`src/rtl/rv32i_types.sv`:
```
// Shared RV32 core types: multiply op encodings, tag widths and the
// default multiply-pipeline stage layout.
package rv32i_types;

   typedef enum logic [2:0] {
      MULT_MUL    = 3'b000,
      MULT_MULH   = 3'b001,
      MULT_MULHSU = 3'b010,
      MULT_MULHU  = 3'b011
   } mult_op_t;

   localparam int MULT_STAGES_DEFAULT = 3;
   localparam int XLEN                = 32;
   localparam int RS_ROB_IDX_W        = 5;
   localparam int CDB_PREG_W          = 6;
   localparam int ARCH_REG_W          = 5;

   // Stage layout at the default core widths; the unit itself builds an
   // equivalent layout from its own parameters.
   typedef struct packed {
      logic                    valid;
      mult_op_t                op;
      logic [RS_ROB_IDX_W-1:0] rob_id;
      logic [ARCH_REG_W-1:0]   rd;
      logic [CDB_PREG_W-1:0]   pd;
      logic [XLEN-1:0]         a;
      logic [XLEN-1:0]         b;
      logic [2*XLEN-1:0]       product;
   } mul_stage_t;

endpackage

```
`src/rtl/mul_unit_pipe.sv`:
```
// Fully pipelined RV32M multiply unit: one op per cycle in, fixed STAGES
// latency to a CDB request slot, global stall and flush.
module mul_unit_pipe
   import rv32i_types::*;
#(
   parameter int DATA_WIDTH = 32,
   parameter int STAGES     = MULT_STAGES_DEFAULT,
   parameter int ROB_IDX_W  = RS_ROB_IDX_W,
   parameter int PREG_W     = CDB_PREG_W
) (
   input  logic                  clk,
   input  logic                  rst,
   input  logic                  flush,
   input  logic                  in_valid,
   output logic                  in_ready,
   input  logic [2:0]            in_op,
   input  logic [DATA_WIDTH-1:0] in_a,
   input  logic [DATA_WIDTH-1:0] in_b,
   input  logic [ROB_IDX_W-1:0]  in_rob_id,
   input  logic [4:0]            in_rd,
   input  logic [PREG_W-1:0]     in_pd,
   output logic                  out_valid,
   output logic [DATA_WIDTH-1:0] out_result,
   output logic [ROB_IDX_W-1:0]  out_rob_id,
   output logic [4:0]            out_rd,
   output logic [PREG_W-1:0]     out_pd,
   output logic [DATA_WIDTH-1:0] out_a,
   output logic [DATA_WIDTH-1:0] out_b,
   input  logic                  stall
);

   localparam int W = DATA_WIDTH;

   typedef struct packed {
      mult_op_t             op;
      logic [ROB_IDX_W-1:0] rob_id;
      logic [4:0]           rd;
      logic [PREG_W-1:0]    pd;
      logic [W-1:0]         a;
      logic [W-1:0]         b;
      logic [2*W-1:0]       product;
   } stage_t;

   // Handshake: in_valid/in_ready transfer on a rising edge when both are
   // high; out_valid is consumed by the CDB when out_valid & ~stall. The
   // whole pipe moves in lockstep, so in_ready is simply "the pipe advances".
   logic         stg_valid [STAGES];
   stage_t       stg       [STAGES];
   logic         advance;
   logic         sign_a;
   logic         sign_b;
   logic [2*W+1:0] ext_a;
   logic [2*W+1:0] ext_b;
   logic [2*W+1:0] prod;
   logic [1:0]     unused_prod_hi;

   assign advance  = ~(stg_valid[STAGES-1] & stall);
   assign in_ready = advance;

   // Operands go out to 2W+2 bits so the low 2W+2 bits of an unsigned
   // multiply equal the signed (W+1)x(W+1) product.
   always_comb begin
      sign_a = (in_op == MULT_MUL) || (in_op == MULT_MULH) || (in_op == MULT_MULHSU);
      sign_b = (in_op == MULT_MUL) || (in_op == MULT_MULH);
      ext_a  = {{(W+2){sign_a & in_a[W-1]}}, in_a};
      ext_b  = {{(W+2){sign_b & in_b[W-1]}}, in_b};
      prod   = ext_a * ext_b;
   end

   assign unused_prod_hi = prod[2*W+1:2*W];

   always_ff @(posedge clk) begin
      if (rst || flush) begin
         stg_valid[0] <= 1'b0;
      end else if (advance) begin
         stg_valid[0] <= in_valid;
      end
      if (advance) begin
         stg[0].op      <= mult_op_t'(in_op);
         stg[0].rob_id  <= in_rob_id;
         stg[0].rd      <= in_rd;
         stg[0].pd      <= in_pd;
         stg[0].a       <= in_a;
         stg[0].b       <= in_b;
         stg[0].product <= prod[2*W-1:0];
      end
   end

   for (genvar i = 1; i < STAGES; i++) begin : g_stage
      always_ff @(posedge clk) begin
         if (rst || flush) begin
            stg_valid[i] <= 1'b0;
         end else if (advance) begin
            stg_valid[i] <= stg_valid[i-1];
         end
         if (advance) begin
            stg[i] <= stg[i-1];
         end
      end
   end

   assign out_valid  = stg_valid[STAGES-1];
   assign out_rob_id = stg[STAGES-1].rob_id;
   assign out_rd     = stg[STAGES-1].rd;
   assign out_pd     = stg[STAGES-1].pd;
   assign out_a      = stg[STAGES-1].a;
   assign out_b      = stg[STAGES-1].b;

   // Undefined funct3 codes retire with a zero result.
   always_comb begin
      out_result = '0;
      case (stg[STAGES-1].op)
         MULT_MUL:                           out_result = stg[STAGES-1].product[W-1:0];
         MULT_MULH, MULT_MULHSU, MULT_MULHU: out_result = stg[STAGES-1].product[2*W-1:W];
         default:                            out_result = '0;
      endcase
   end

endmodule

```
`config.mk`:
```
export PLATFORM = sky130hd
export DESIGN_NAME = mul_unit_pipe
export DESIGN_NICKNAME = d
export VERILOG_FILES = /design/src/rtl/rv32i_types.sv /design/src/rtl/mul_unit_pipe.sv
export SDC_FILE = /design/constraint.sdc
export NUM_CORES = 2
export LEC_CHECK = 0
export BUFFER_PORTS_ARGS = -buffer_cell sky130_fd_sc_hd__buf_2
export CAP_MARGIN = 20
export CORE_UTILIZATION = 35
export CTS_CLUSTER_SIZE = 40
export DETAILED_ROUTE_END_ITERATION = 10
export GPL_ROUTABILITY_DRIVEN = 0
export PLACE_DENSITY = 0.47
export SLEW_MARGIN = 10
export SYNTH_ARGS = -nofsm -noshare
export SYNTH_HDL_FRONTEND = slang
export SYNTH_SLANG_ARGS = --single-unit
```
`constraint.sdc`:
```
create_clock -name clk -period 36.8 [get_ports clk]
set_clock_uncertainty 0.05 [all_clocks]
set_input_delay 3.68 -clock clk [delete_from_list [all_inputs] [get_ports clk]]
set_output_delay 3.68 -clock clk [all_outputs]
set_load 0.03 [all_outputs]
```
==> metrics.csv <==
metric,value,unit
Tcrit/Tclk final,32.9,%
Iteration-0 DRC Markers,1541,
utilization after layout,38.0,%
die area,0.151,mm²
HPWL after detailed placement,105,mm
GR Util met3,2.37,%
post-DR wirelength/cell,19.3,µm
CORE AREA,0.148,mm²
asr flop ratio synth,0,%
Setup TNS,0,ns
Total Wirelength,131,mm
"Area growth, synth to finish",7.53,%
synthesized instance count,4810,
Max-Cap Viols,0,
clock buffer depth,3,
root buf cell,clkbuf_16,
die height,388,µm
antenna violations before repair,5,
CP arrival,12.45,ns
GRT overflow,0,
post-cts resize count,0,
DR DRC count,0,
worst slew pin tran,1.06,ns
hold path cells,0,
Worst Hold Margin,0.346,ns
Yosys cell types,69,
I/O pins,202,
largest cells by area after synthesis,"fa_1, edfxtp_1, inv_1",
hold buffers post-CTS,0,
Setup crit start kind,primary input,
CP top delay family,adder cells,
status,completed,
Starting Density,35.3,%
vias,31865,
met2 usage,31.3,%
Hold Path Class,reg2reg,
share of cells above drive strength 1,6.96,%
crit end category,flip-flop,
largest net degree at the start of global routing,70,
CTS buffer count,50,
most frequent CP cell,fa_1,
register clock-pin slew on the reported worst setup and hold paths,0.06,ns
Slew HR,29.6,%
CP max stage cell,fa_1,
gr usage total,17.9,%
sequential element share of the synthesized area,25.5,%
Fin. Hold Viols,0,
syn_nets,6235,
critical path class,in2reg,
first-pass GRT wire length,207,mm
cell taking the most area after synthesis,fa_1,
share of the synthesized area in the top cell type,43.1,%
worst path bufs/invs,9,
Crit path depth,28,
Via density,4.71,
Mapped Area,0.0522,mm²
Post CTS Setup Buffer Count,0,
Pins Over Slew Limit,0,
Worst Reg-to-Reg Cells,5,
Critical Path Fanout Max,34,
busiest grt layer,met2,
clock latency on the worst-skew pair,0.66,ns
TritonCTS Sinks,444,
FMAX,82.6,MHz
PortBufs,201,
Final min period,12.11,ns
# setup viols final,0,
Mapped Avg Cell Area,10.9,µm²
RSZ-0062 raised after global routing,no,
"EDFF count, synth",444,
die width,388,µm
row count,141,
Worst path max stage delay,0.79,ns
H-tree Lvls,2,
antenna-violating nets left,0,
Pre-Repair DR Iteration Count,6,
most frequently used flop master after synthesis,edfxtp_1,
CTS tree,yes,
Synth Register Bits,444,
Syn. warnings,0,
CP required,37.13,ns
vias in the first global route,35027,
met1 Usage GRT,23.7,%
Layout Nets,6215,
Fillers,14728,
==> final cells by class <==
class	instances	area (µm²)	area share, %
diodes	1	2.50	0.00446
clock buffers	61	1310	2.34
clock inverters	31	354	0.631
inverters	1173	4400	7.85
multi-input cells	2882	33000	58.8
flip-flops and latches	444	13300	23.8
well taps	1930	2410	4.30
repair buffers	239	1290	2.30
==> stage by stage <==
| step | setup slack, ns | cell area, µm² | cells |
|---|---|---|---|
| after floorplan | 19.92 | 52200 | 4810 |
| after global placement | 24.08 | 54500 | 6668 |
| after detailed placement | 23.97 | 54500 | 6668 |
| after CTS | 24.66 | 56100 | 6760 |
| after global routing | 24.18 | 56100 | 6760 |
| final | 24.69 | 56100 | 6761 |
==> path summary, 6_finish.rpt <==
kind | start | endpoint | slack (ns)
hold / removal | stg[0][195] | stg[0][342] | 0.35
hold reg to reg | stg[0][195] | stg[0][342] | 0.35
setup / recovery | in_a[31] | stg[0][57] | 24.69
setup reg to reg | stg_valid[2] | stg[0][415] | 33.03
==> routing by layer <==
metal | part of all wire (%) | vias up
li1 | - | 14063
met1 | 43 | 17087
met2 | 51 | 575
met3 | 3.8 | 136
met4 | 2.1 | 4
met5 | 0.018 | -
==> sequential cells by signal, summed over array words and instances, names as in the netlist <==
register / count
stg: 441
stg_valid: 3
==> cells in the mapped netlist, types with 4 or more instances <==
cell type,n
a21oi_1,57
and2_1,278
o211ai_1,9
o21bai_1,7
inv_1,1171
edfxtp_1,444
o21ai_1,13
o31ai_1,4
nor3_1,6
o21a_1,7
xnor2_1,54
fa_1,1125
ha_1,212
buf_2,6
a31oi_1,12
o21ai_0,16
nand3_1,11
nand4_1,15
xor2_1,25
nand2_1,831
a22o_1,32
buf_4,80
and3_1,15
a21o_1,32
nor2_1,57
clkbuf_1,223
or2_2,9
==> placed cells by master, fill, tap and decap left out, drive strengths merged, types with 5 or more instances in the layout <==
cell / instances
and2: 278
xnor2: 54
a31oi: 13
o31ai: 5
a21oi: 58
edfxtp: 444
nor2: 57
or2: 11
bufinv: 6
o21a: 8
nand2: 831
o211ai: 9
fa: 1125
clkbuf: 61
nand3: 11
a22o: 32
and3: 15
nand4: 15
nor3: 6
a21o: 33
inv: 1175
ha: 212
clkinv: 20
o21bai: 7
buf: 239
o21ai: 29
xor2: 25
==> cell families (layout without fill, tap and decap cells) <==
family                     Yosys count  after routing  synth area share (%)
buffers and inverters             1484           1504                  11.3
adders and majority gates         1337           1337                  48.2
and+or+nand+nor                   1241           1241                  10.6
DFF                                444            444                  25.5
AOI/OAI and AO/OA                  225            225                  3.03
xor gates and xnor gates            79             79                  1.33
other                                0              1                     0
Power is left out: the tool's default activity adds up to more than one toggle a clock period on the data nets, which glitch-free logic cannot reach.
